`config.mk`:
```
export PLATFORM = sky130hd
export DESIGN_NAME = rat_ckpt_ctrl
export DESIGN_NICKNAME = d
export VERILOG_FILES = /design/src/rtl/rat_ckpt_ctrl_pkg.sv /design/src/rtl/rat_ckpt_ctrl_branch_prefix_find.sv /design/src/rtl/rat_ckpt_ctrl.sv
export SDC_FILE = /design/constraint.sdc
export NUM_CORES = 1
export LEC_CHECK = 0
export CELL_PAD_IN_SITES_DETAIL_PLACEMENT = 1
export CELL_PAD_IN_SITES_GLOBAL_PLACEMENT = 1
export CORE_ASPECT_RATIO = 1.25
export CORE_MARGIN = 1.5
export CORE_UTILIZATION = 33
export CTS_CLUSTER_DIAMETER = 150
export DETAILED_ROUTE_END_ITERATION = 6
export PLACE_DENSITY_LB_ADDON = 0.08
export SYNTH_ARGS = -nofsm -noshare
export SYNTH_HDL_FRONTEND = slang
export SYNTH_SLANG_ARGS = --single-unit
```
`constraint.sdc`:
```
create_clock -name clk -period 5.35 [get_ports clk]
set_input_delay 1.07 -clock clk [delete_from_list [all_inputs] [get_ports clk]]
set_output_delay 1.07 -clock clk [all_outputs]
set_load 0.05 [all_outputs]
```
`src/rtl/rat_ckpt_ctrl_pkg.sv`:
```
// Shared rename-stage definitions for the RAT checkpoint controller.
//   C_NUM       : number of RAT checkpoints (power of two, >= 2)
//   INSTR_COUNT : rename group width
//   ckpt_id_t   : checkpoint identifier
//   resolve_t   : branch resolution bundle coming back from execute
package rat_ckpt_ctrl_pkg;

   localparam int unsigned C_NUM       = 4;
   localparam int unsigned INSTR_COUNT = 2;
   localparam int unsigned CKPT_ID_W   = $clog2(C_NUM);

   typedef logic [CKPT_ID_W-1:0] ckpt_id_t;

   typedef struct packed {
      logic     valid;
      ckpt_id_t id;
      logic     mispredict;
   } resolve_t;

endpackage

```
`src/rtl/rat_ckpt_ctrl_branch_prefix_find.sv`:
```
// Locates the first two valid branches of a rename group and derives the
// accept thermometers used by the checkpoint controller.
//   valid        in  : valid slots, slot 0 oldest
//   is_branch    in  : slot holds a branch
//   b0_oh        out : one-hot of the first valid branch (0 if none)
//   b1_oh        out : one-hot of the second valid branch (0 if none)
//   accept_take  out : valid slots strictly before b1 (all valid if no b1)
//   accept_stall out : valid slots strictly before b0 (all valid if no b0)
module rat_ckpt_ctrl_branch_prefix_find
   import rat_ckpt_ctrl_pkg::*;
#(
   parameter int unsigned INSTR_COUNT = rat_ckpt_ctrl_pkg::INSTR_COUNT
) (
   input  logic [INSTR_COUNT-1:0] valid,
   input  logic [INSTR_COUNT-1:0] is_branch,
   output logic [INSTR_COUNT-1:0] b0_oh,
   output logic [INSTR_COUNT-1:0] b1_oh,
   output logic [INSTR_COUNT-1:0] accept_take,
   output logic [INSTR_COUNT-1:0] accept_stall
);

   logic [INSTR_COUNT-1:0] vbr;
   logic [INSTR_COUNT-1:0] pre_b0;
   logic [INSTR_COUNT-1:0] pre_b1;
   logic                   seen0;
   logic                   seen1;

   assign vbr = valid & is_branch;

   // Scan oldest to youngest; the prefix masks are updated after the slot's
   // own branch is recorded so that they exclude the branch slot itself.
   always_comb begin
      b0_oh  = '0;
      b1_oh  = '0;
      pre_b0 = '0;
      pre_b1 = '0;
      seen0  = 1'b0;
      seen1  = 1'b0;
      for (int unsigned i = 0; i < INSTR_COUNT; i++) begin
         if (vbr[i]) begin
            if (!seen0) begin
               b0_oh[i] = 1'b1;
               seen0    = 1'b1;
            end else if (!seen1) begin
               b1_oh[i] = 1'b1;
               seen1    = 1'b1;
            end
         end
         pre_b0[i] = !seen0;
         pre_b1[i] = !seen1;
      end
   end

   assign accept_take  = valid & pre_b1;
   assign accept_stall = valid & pre_b0;

endmodule

```
`src/rtl/rat_ckpt_ctrl.sv`:
```
// RAT checkpoint controller. Hands out checkpoints to branches in the rename
// group, retires them in order once resolved, and on a mispredict orders a
// RAT restore and reclaims every younger checkpoint.
//   clk, rst_n            : clock, async active-low reset
//   valid_i/is_branch_i   : rename group, slot 0 oldest
//   accept_o              : slots renamed this cycle
//   take_checkpoint       : RAT take strobe, with instr_to_checkpoint/alloc_id_o
//   resolve_*_i           : branch resolution from execute
//   restore_checkpoint    : RAT restore strobe, with new_checkpoint
//   free_count_o          : registered number of free checkpoints
module rat_ckpt_ctrl
   import rat_ckpt_ctrl_pkg::*;
#(
   parameter int unsigned C_NUM       = rat_ckpt_ctrl_pkg::C_NUM,
   parameter int unsigned INSTR_COUNT = rat_ckpt_ctrl_pkg::INSTR_COUNT
) (
   input  logic                     clk,
   input  logic                     rst_n,
   input  logic [INSTR_COUNT-1:0]   valid_i,
   input  logic [INSTR_COUNT-1:0]   is_branch_i,
   output logic [INSTR_COUNT-1:0]   accept_o,
   output logic                     take_checkpoint,
   output logic [INSTR_COUNT-1:0]   instr_to_checkpoint,
   output logic [$clog2(C_NUM)-1:0] alloc_id_o,
   input  logic                     resolve_valid_i,
   input  logic [$clog2(C_NUM)-1:0] resolve_id_i,
   input  logic                     resolve_mispredict_i,
   output logic                     restore_checkpoint,
   output logic [$clog2(C_NUM)-1:0] new_checkpoint,
   output logic [$clog2(C_NUM):0]   free_count_o
);

   localparam int unsigned IDW = $clog2(C_NUM);
   localparam int unsigned CW  = IDW + 1;
   localparam logic [CW-1:0] FULL = CW'(C_NUM);

   logic [C_NUM-1:0]       busy_q, busy_d;
   logic [C_NUM-1:0]       resolved_q, resolved_d;
   logic [IDW-1:0]         head_q, head_d;
   logic [IDW-1:0]         tail_q, tail_d;
   logic [CW-1:0]          count_q, count_d;
   logic [CW-1:0]          free_count_q;

   resolve_t               rsv;
   logic [INSTR_COUNT-1:0] b0_oh, b1_oh, accept_take, accept_stall;
   logic                   has_b0, full, rsv_legal, mispredict, do_free;
   logic [IDW-1:0]         span, young_n, young_off;

   rat_ckpt_ctrl_branch_prefix_find #(
      .INSTR_COUNT (INSTR_COUNT)
   ) u_prefix (
      .valid        (valid_i),
      .is_branch    (is_branch_i),
      .b0_oh        (b0_oh),
      .b1_oh        (b1_oh),
      .accept_take  (accept_take),
      .accept_stall (accept_stall)
   );

   assign rsv = '{valid: resolve_valid_i, id: resolve_id_i, mispredict: resolve_mispredict_i};

   assign has_b0     = |b0_oh;
   assign full       = (count_q == FULL);
   // A resolve against a non-busy entry is illegal and has no effect.
   assign rsv_legal  = rsv.valid && busy_q[rsv.id];
   assign mispredict = rsv_legal && rsv.mispredict;
   // Freeing looks only at registered state, so a slot freed now is not
   // visible to this cycle's full check.
   assign do_free    = busy_q[tail_q] && resolved_q[tail_q];

   // RAT controls and accept: combinational, consumed at the same edge.
   always_comb begin
      accept_o            = valid_i;
      take_checkpoint     = 1'b0;
      instr_to_checkpoint = '0;
      alloc_id_o          = head_q;
      restore_checkpoint  = 1'b0;
      new_checkpoint      = rsv.id;
      if (mispredict) begin
         accept_o           = '0;
         restore_checkpoint = 1'b1;
      end else if (has_b0 && !full) begin
         take_checkpoint     = 1'b1;
         instr_to_checkpoint = b0_oh;
         accept_o            = accept_take;
      end else if (has_b0) begin
         accept_o = accept_stall;
      end
   end

   always_comb begin
      busy_d     = busy_q;
      resolved_d = resolved_q;
      head_d     = head_q;
      tail_d     = tail_q;
      count_d    = count_q;
      // Entries tail..r inclusive survive a mispredict on r.
      span       = rsv.id - tail_q + IDW'(1);
      // Number of entries strictly younger than r.
      young_n    = head_q - rsv.id - IDW'(1);
      young_off  = '0;

      if (rsv_legal) begin
         resolved_d[rsv.id] = 1'b1;
      end

      if (mispredict) begin
         for (int unsigned i = 0; i < C_NUM; i++) begin
            young_off = IDW'(i) - rsv.id - IDW'(1);
            if (young_off < young_n) begin
               busy_d[i]     = 1'b0;
               resolved_d[i] = 1'b0;
            end
         end
         head_d  = rsv.id + IDW'(1);
         count_d = (span == '0 && busy_q[tail_q]) ? FULL : CW'(span);
      end else if (take_checkpoint) begin
         busy_d[head_q]     = 1'b1;
         resolved_d[head_q] = 1'b0;
         head_d             = head_q + IDW'(1);
         count_d            = count_q + CW'(1);
      end

      if (do_free) begin
         busy_d[tail_q]     = 1'b0;
         resolved_d[tail_q] = 1'b0;
         tail_d             = tail_q + IDW'(1);
         count_d            = count_d - CW'(1);
      end
   end

   always_ff @(posedge clk or negedge rst_n) begin
      if (!rst_n) begin
         busy_q       <= '0;
         resolved_q   <= '0;
         head_q       <= '0;
         tail_q       <= '0;
         count_q      <= '0;
         free_count_q <= FULL;
      end else begin
         busy_q       <= busy_d;
         resolved_q   <= resolved_d;
         head_q       <= head_d;
         tail_q       <= tail_d;
         count_q      <= count_d;
         free_count_q <= FULL - count_d;
      end
   end

   assign free_count_o = free_count_q;

`ifndef SYNTHESIS
   resolve_busy_a : assert property (@(posedge clk) disable iff (!rst_n)
      resolve_valid_i |-> busy_q[resolve_id_i]);
   prefix_order_a : assert property (@(posedge clk) disable iff (!rst_n)
      $onehot0(b1_oh) && ((b1_oh == '0) || has_b0));
`endif

endmodule
```
==> results_dict.tcl, run 1 <==
set metrics [dict create \
    synth-edff-count 0 \
    dieArea_sq_mm 0.00463 \
    worstSetupEndpointType "output port" \
    pwr-share-comb_pct 63.8 \
    timing.final.crit_share_pct 87.5 \
    viasPerCell 5.06 \
    cp.required_ns 4.28 \
    slew_headroom_pct 48.0 \
    die_h_microns 75.7 \
    skew_ns 0.00142 \
    syn_inst 145 \
    cts_tree "built" \
    synth.distinct_cells 39 \
    gp_congestion 0.812 \
    grtUsageTotal_pct 15.4 \
    ctsHoldBuffers 0 \
    synthFlopType "dfrtp_1" \
    clk_pin_slew_ns 0.07 \
    hold_viol_final 0 \
    power_density_mw_per_mm2 614 \
    clk_latency_ns 0.25 \
    avgSynthCellArea_sq_um 9.61 \
    timing.fmax_ghz 0.214 \
    cts-resized-gates 0 \
    rr_worst_depth 10 \
    arrival_ns 3.61 \
    critPathLaunch "resolve_id_i[1]" \
    regToRegEndpoint "free_count_o[2]" \
    clockPowerShare_pct 9.5 \
    clock-root-buffer "clkbuf_8" \
    coreArea_sq_mm 0.00407 \
    antenna_left 0 \
    drc 0 \
    nFillCells 468 \
    ff2ff_setup_slack_ns 2.54 \
    grt_pass1_vias 1109 \
    dieWidth_microns 61.1 \
    setup_viol 0 \
    num-nets-final 187 \
    dpl.hpwl_mm 2.72 \
    postSynthNetCount 168 \
    cts.htree.levels 1 \
    p_int_w 0.000527 \
    wl_per_cell_microns 15.1 \
    vias 1108 \
    syn_to_final_growth_pct 19.0 \
    ir_drop_mv 0.188 \
    ios 23 \
    p_leak_nw 0.719 \
    hold_class "register to register" \
    p_sw_share_pct 48.3 \
    firstDrtPassIters 4 \
    critical_path.startpoint_type "input port" \
    setup_tns_ns 0 \
    drive_gt1_share_pct 14.7 \
    grt_overflow 0 \
    start_util_pct 34.3 \
    switching_power_w 0.000492 \
    finalMaxSlewViolations 0 \
    pwr-share-seq_pct 26.7 \
    drtIter0Drc 17 \
    antenna_found_initial 0 \
    crit_path_max_fanout 11 \
    rows 26 \
    portBuffers 22 \
    grt_pass1_wl_mm 5.16 \
    endpoint "take_checkpoint" \
    timing.rr.start "free_count_o[0]" \
    rsz0062_at_grt "false" \
    critical_path_class "input port to output port" \
    clock_sinks 17 \
    multi_input_area_sq_um 846 \
    wirelength_mm 3.31 \
    seq_area_frac_synth_pct 30.6 \
    cts_made_buffers 3 \
    synth_area_sq_mm 0.00139 \
    n_antenna_cell 0 \
    hp-start "busy_q[0]" \
    register_area_sq_um 427 \
    finalPower_w 0.00102 \
    min_period_ns 4.68 \
    post_cts_buffers 0 \
    tightest_slew_ns 0.778 \
    ys.warnings.count 0 \
    grt_max_degree 18 \
    synth-seq-cells 17 \
    clockBufferDepth 2 \
    drv_cap 0 \
    status "completed" \
    async_reset_ff_share_pct 100 \
]
==> routing by layer <==
| metal | GRT usage [%] | up-vias | wire [microns] |
|---|---|---|---|
| met4 | 5.07 | 0 | 58 |
| met5 | 0 | - | 0 |
| met3 | 3.40 | 7 | 106 |
| met2 | 27.4 | 20 | 1690 |
| met1 | 18.0 | 545 | 1460 |
| li1 | - | 536 | - |
==> per-stage QoR <==
step                      hold WS, ns  util, %  instance area [sq um]  std cells  setup slack (ns)
after floorplan                 0.478        -                   1390        145              1.76
after global placement          0.560     39.7                   1610        215             0.766
after detailed placement        0.557     39.7                   1610        215             0.692
after CTS                       0.574     40.8                   1660        219             0.676
after global routing            0.612     40.8                   1660        219             0.544
final                           0.563     40.8                   1660        219             0.667
==> cell usage after synthesis, types with 2 or more instances <==
cell type / count / area [sq um]
nor2b_1: 2 / 12.5
xnor2_1: 8 / 70.1
a2bb2oi_1: 2 / 17.5
mux2_2: 2 / 22.5
buf_4: 3 / 22.5
o21ai_0: 4 / 20.0
and3_1: 4 / 25.0
buf_2: 2 / 10.0
o21ai_1: 2 / 10.0
nand2_4: 2 / 22.5
nor2_1: 10 / 37.5
a211oi_2: 2 / 25.0
a21oi_2: 3 / 26.3
inv_1: 10 / 37.5
nand3_1: 3 / 15.0
dfrtp_1: 16 / 400
nand2_1: 13 / 48.8
mux4_2: 2 / 45.0
mux2i_1: 4 / 40.0
ha_1: 13 / 163
o31ai_1: 3 / 22.5
nor3_1: 2 / 10.0
xor2_1: 5 / 43.8
a21oi_1: 10 / 50.1
buf_6: 4 / 45.0
==> cell families after synthesis <==
logic type / count (synthesis) / share of synthesized area [%]
AO/OA/AOI/OAI: 34 / 18.3
XOR/XNOR: 13 / 8.17
adder cells (fa/ha/maj): 13 / 11.7
buffers and inverters: 20 / 8.71
flip-flops: 17 / 30.6
multiplexers: 8 / 7.72
AND/OR/NAND/NOR: 40 / 14.8
==> how the worst min path moves through the flow <==
stage,end,cells after the start
floorplan,busy_q[1],2
global placement,busy_q[0],2
detailed placement,busy_q[1],2
CTS,busy_q[0],2
global route,busy_q[0],2
finish,busy_q[0],2
==> power groups by stage <==
stage	registers, W	clock network [W]	logic [W]
floorplan	0.000302	0	0.000486
detailed placement	0.000276	0	0.000658
global route	0.000284	0.000107	0.000709
global placement	0.000275	0	0.000634
finish	0.000273	0.0000968	0.000650
CTS	0.000273	0.0000996	0.000662
==> cell type report <==
class                      count  share of cell area, %
sequential                    17                   25.7
timing repair buffer          23                   13.7
multi-input combinational    108                   51.0
inverter                      11                   2.64
tap                           56                   4.22
clock buffer                   4                   2.71
==> cell usage in the layout, fill, tap and decap left out, types with 3 or more instances in the layout <==
| cell | n |
|---|---|
| a21oi_1 | 10 |
| a21oi_2 | 3 |
| and3_1 | 4 |
| clkbuf_8 | 3 |
| clkdlybuf4s50_1 | 22 |
| dfrtp_1 | 16 |
| ha_1 | 13 |
| inv_1 | 10 |
| mux2i_1 | 4 |
| nand2_1 | 13 |
| nand3_1 | 3 |
| nor2_1 | 10 |
| o21ai_0 | 4 |
| o31ai_1 | 3 |
| xnor2_1 | 8 |
| xor2_1 | 5 |
==> registers in the layout, summed over array words and instances, names as in the netlist <==
register,count
busy_q,4
resolved_q,4
free_count_o,3
alloc_id_o,2
count_q,2
tail_q,2
==> critical path, stage by stage <==
cell and delay (ns):
clkdlybuf4s50_1 0.66, mux2i_1 0.35, o22a_2 0.40, nand2_4 0.13
inv_1 0.16, clkdlybuf4s50_1 0.83
Note: power is estimated with default switching activity, not from simulation.
==> inputs of run 2 (changes only) <==
--- a/config.mk
+++ b/config.mk
@@ -5,6 +5,7 @@
 export SDC_FILE = /design/constraint.sdc
 export NUM_CORES = 1
 export LEC_CHECK = 0
+export CAP_MARGIN = 20
 export CELL_PAD_IN_SITES_DETAIL_PLACEMENT = 1
 export CELL_PAD_IN_SITES_GLOBAL_PLACEMENT = 1
 export CORE_ASPECT_RATIO = 1.25
==> results of run 2 <==
The final DEF is identical to that of run 1; final timing and power are the same.
==> inputs of run 3 (changes only) <==
--- a/config.mk
+++ b/config.mk
@@ -6,7 +6,7 @@
 export NUM_CORES = 1
 export LEC_CHECK = 0
 export CAP_MARGIN = 20
-export CELL_PAD_IN_SITES_DETAIL_PLACEMENT = 1
+export CELL_PAD_IN_SITES_DETAIL_PLACEMENT = 0
 export CELL_PAD_IN_SITES_GLOBAL_PLACEMENT = 1
 export CORE_ASPECT_RATIO = 1.25
 export CORE_MARGIN = 1.5
==> run 3 against run 2 <==
Worst hold slack worse by 0.0052 ns. Sequential power about the same. Total power down 1.8%. Global-route usage down 1.2 points. Sequential share of layout area unchanged. Register-to-register slack better by 0.02 ns. Highest routed layer unchanged.
==> results_dict.tcl, run 3 (synthesized netlist as in run 1, its figures left out) <==
set metrics [dict create \
    status "completed" \
    num-nets-final 187 \
    drtIter0Drc 19 \
    grt_pass1_wl_mm 4.69 \
    power_density_mw_per_mm2 603 \
    dpl.hpwl_mm 2.48 \
    finalInstanceArea_sq_mm 0.00166 \
    skew_ns 0.00509 \
    grt_overflow 0 \
    cts_tree "built" \
    grtUsageTotal_pct 14.2 \
    timing.final.crit_share_pct 87.9 \
    antenna_found_initial 0 \
    drive_gt1_share_pct 14.7 \
    tightest_slew_ns 0.779 \
    wl_per_cell_microns 13.8 \
    crit_path_max_fanout 11 \
    post_cts_buffers 0 \
    drv_cap 0 \
    clock-root-buffer "clkbuf_8" \
    finalMaxSlewViolations 0 \
    hold_class "register to register" \
    hold-worst-slack_ns 0.557 \
    arrival_ns 3.63 \
    grt_max_degree 18 \
    wirelength_mm 3.02 \
    drc 0 \
    viasPerCell 4.97 \
    clk_latency_ns 0.25 \
    postPlaceCellArea_sq_mm 0.00161 \
    ios 23 \
    gp_congestion 0.812 \
    slew_headroom_pct 47.9 \
    min_period_ns 4.70 \
    cp.required_ns 4.28 \
    clock_sinks 17 \
    rsz0062_at_grt "false" \
    syn_to_final_growth_pct 19.0 \
    start_util_pct 34.3 \
    cts.htree.levels 1 \
    clk_pin_slew_ns 0.07 \
    n_antenna_cell 0 \
    layout_commonest_cell "clkdlybuf4s50_1" \
    cts_made_buffers 3 \
    worstSetupEndpointType "output port" \
    post-route-util_pct 40.8 \
    vias 1089 \
    antenna_left 0 \
    critical_path.startpoint_type "input port" \
    cts-resized-gates 0 \
    rows 26 \
    setup_tns_ns 0 \
    grt_pass1_vias 1013 \
    ir_drop_mv 0.184 \
    layout_common_cells "clkdlybuf4s50_1, dfrtp_1, nand2_1, ha_1" \
    p_leak_nw 0.719 \
    timing.fmax_ghz 0.213 \
    hold_viol_final 0 \
    dieArea_sq_mm 0.00463 \
    coreArea_sq_mm 0.00407 \
    portBuffers 22 \
    ctsHoldBuffers 0 \
    die_h_microns 75.7 \
    dieWidth_microns 61.1 \
    firstDrtPassIters 4 \
    setup_viol 0 \
    critical_path_class "input port to output port" \
    clockBufferDepth 2 \
]
## run 3: cell counts in the layout (fill, tap and decap cells not counted)
Identical to the previous run, type by type.
## run 3: through the flow
stage / total power (W) / std cells / setup WS [ns]
after global placement: 0.000909 / 215 / 0.766
after CTS: 0.00102 / 219 / 0.642
final: 0.00100 / 219 / 0.650
after global routing: 0.00109 / 219 / 0.540
after floorplan: 0.000789 / 145 / 1.76
after detailed placement: 0.000918 / 215 / 0.648
## run 3: cell type report
class	instances	area, sq um
well taps	56	70.1
repair buffers	23	228
fillers	403	2410
flip-flops and latches	17	427
clock buffers	4	45.0
inverters	11	43.8
multi-input cells	108	846
## run 3: power by group
group	internal, W	total [W]	switching (W)
clock	0.0000528	0.0000945	0.0000417
combinational	0.000271	0.000636	0.000366
sequential	0.000202	0.000270	0.0000681
## run 3: worst paths after layout
check                                 from               to  slack, ns  depth (start not counted)
min in group asynchronous            rst_n    resolved_q[2]       1.28                          1
hold reg to reg                  busy_q[0]        busy_q[0]       0.56                          2
hold / removal                   busy_q[0]        busy_q[0]       0.56                          2
max in group asynchronous            rst_n        busy_q[2]       3.59                          1
setup / recovery           resolve_id_i[1]  take_checkpoint       0.65                          6
setup reg to reg           free_count_o[0]  free_count_o[2]       2.56                         10
## run 3: per-layer routing
metal | global-route usage (%) | wire (microns) | vias up
met4 | 5.56 | 49 | 0
met3 | 2.89 | 109 | 7
met1 | 17.6 | 1330 | 522
met5 | 0 | 0 | -
met2 | 23.9 | 1530 | 30
li1 | - | - | 530
## run 3: worst max-delay path, stage by stage
cell and delay (ns):
clkdlybuf4s50_1 0.67, mux2i_1 0.35, o22a_2 0.40, nand2_4 0.13, inv_1 0.17, clkdlybuf4s50_1 0.83
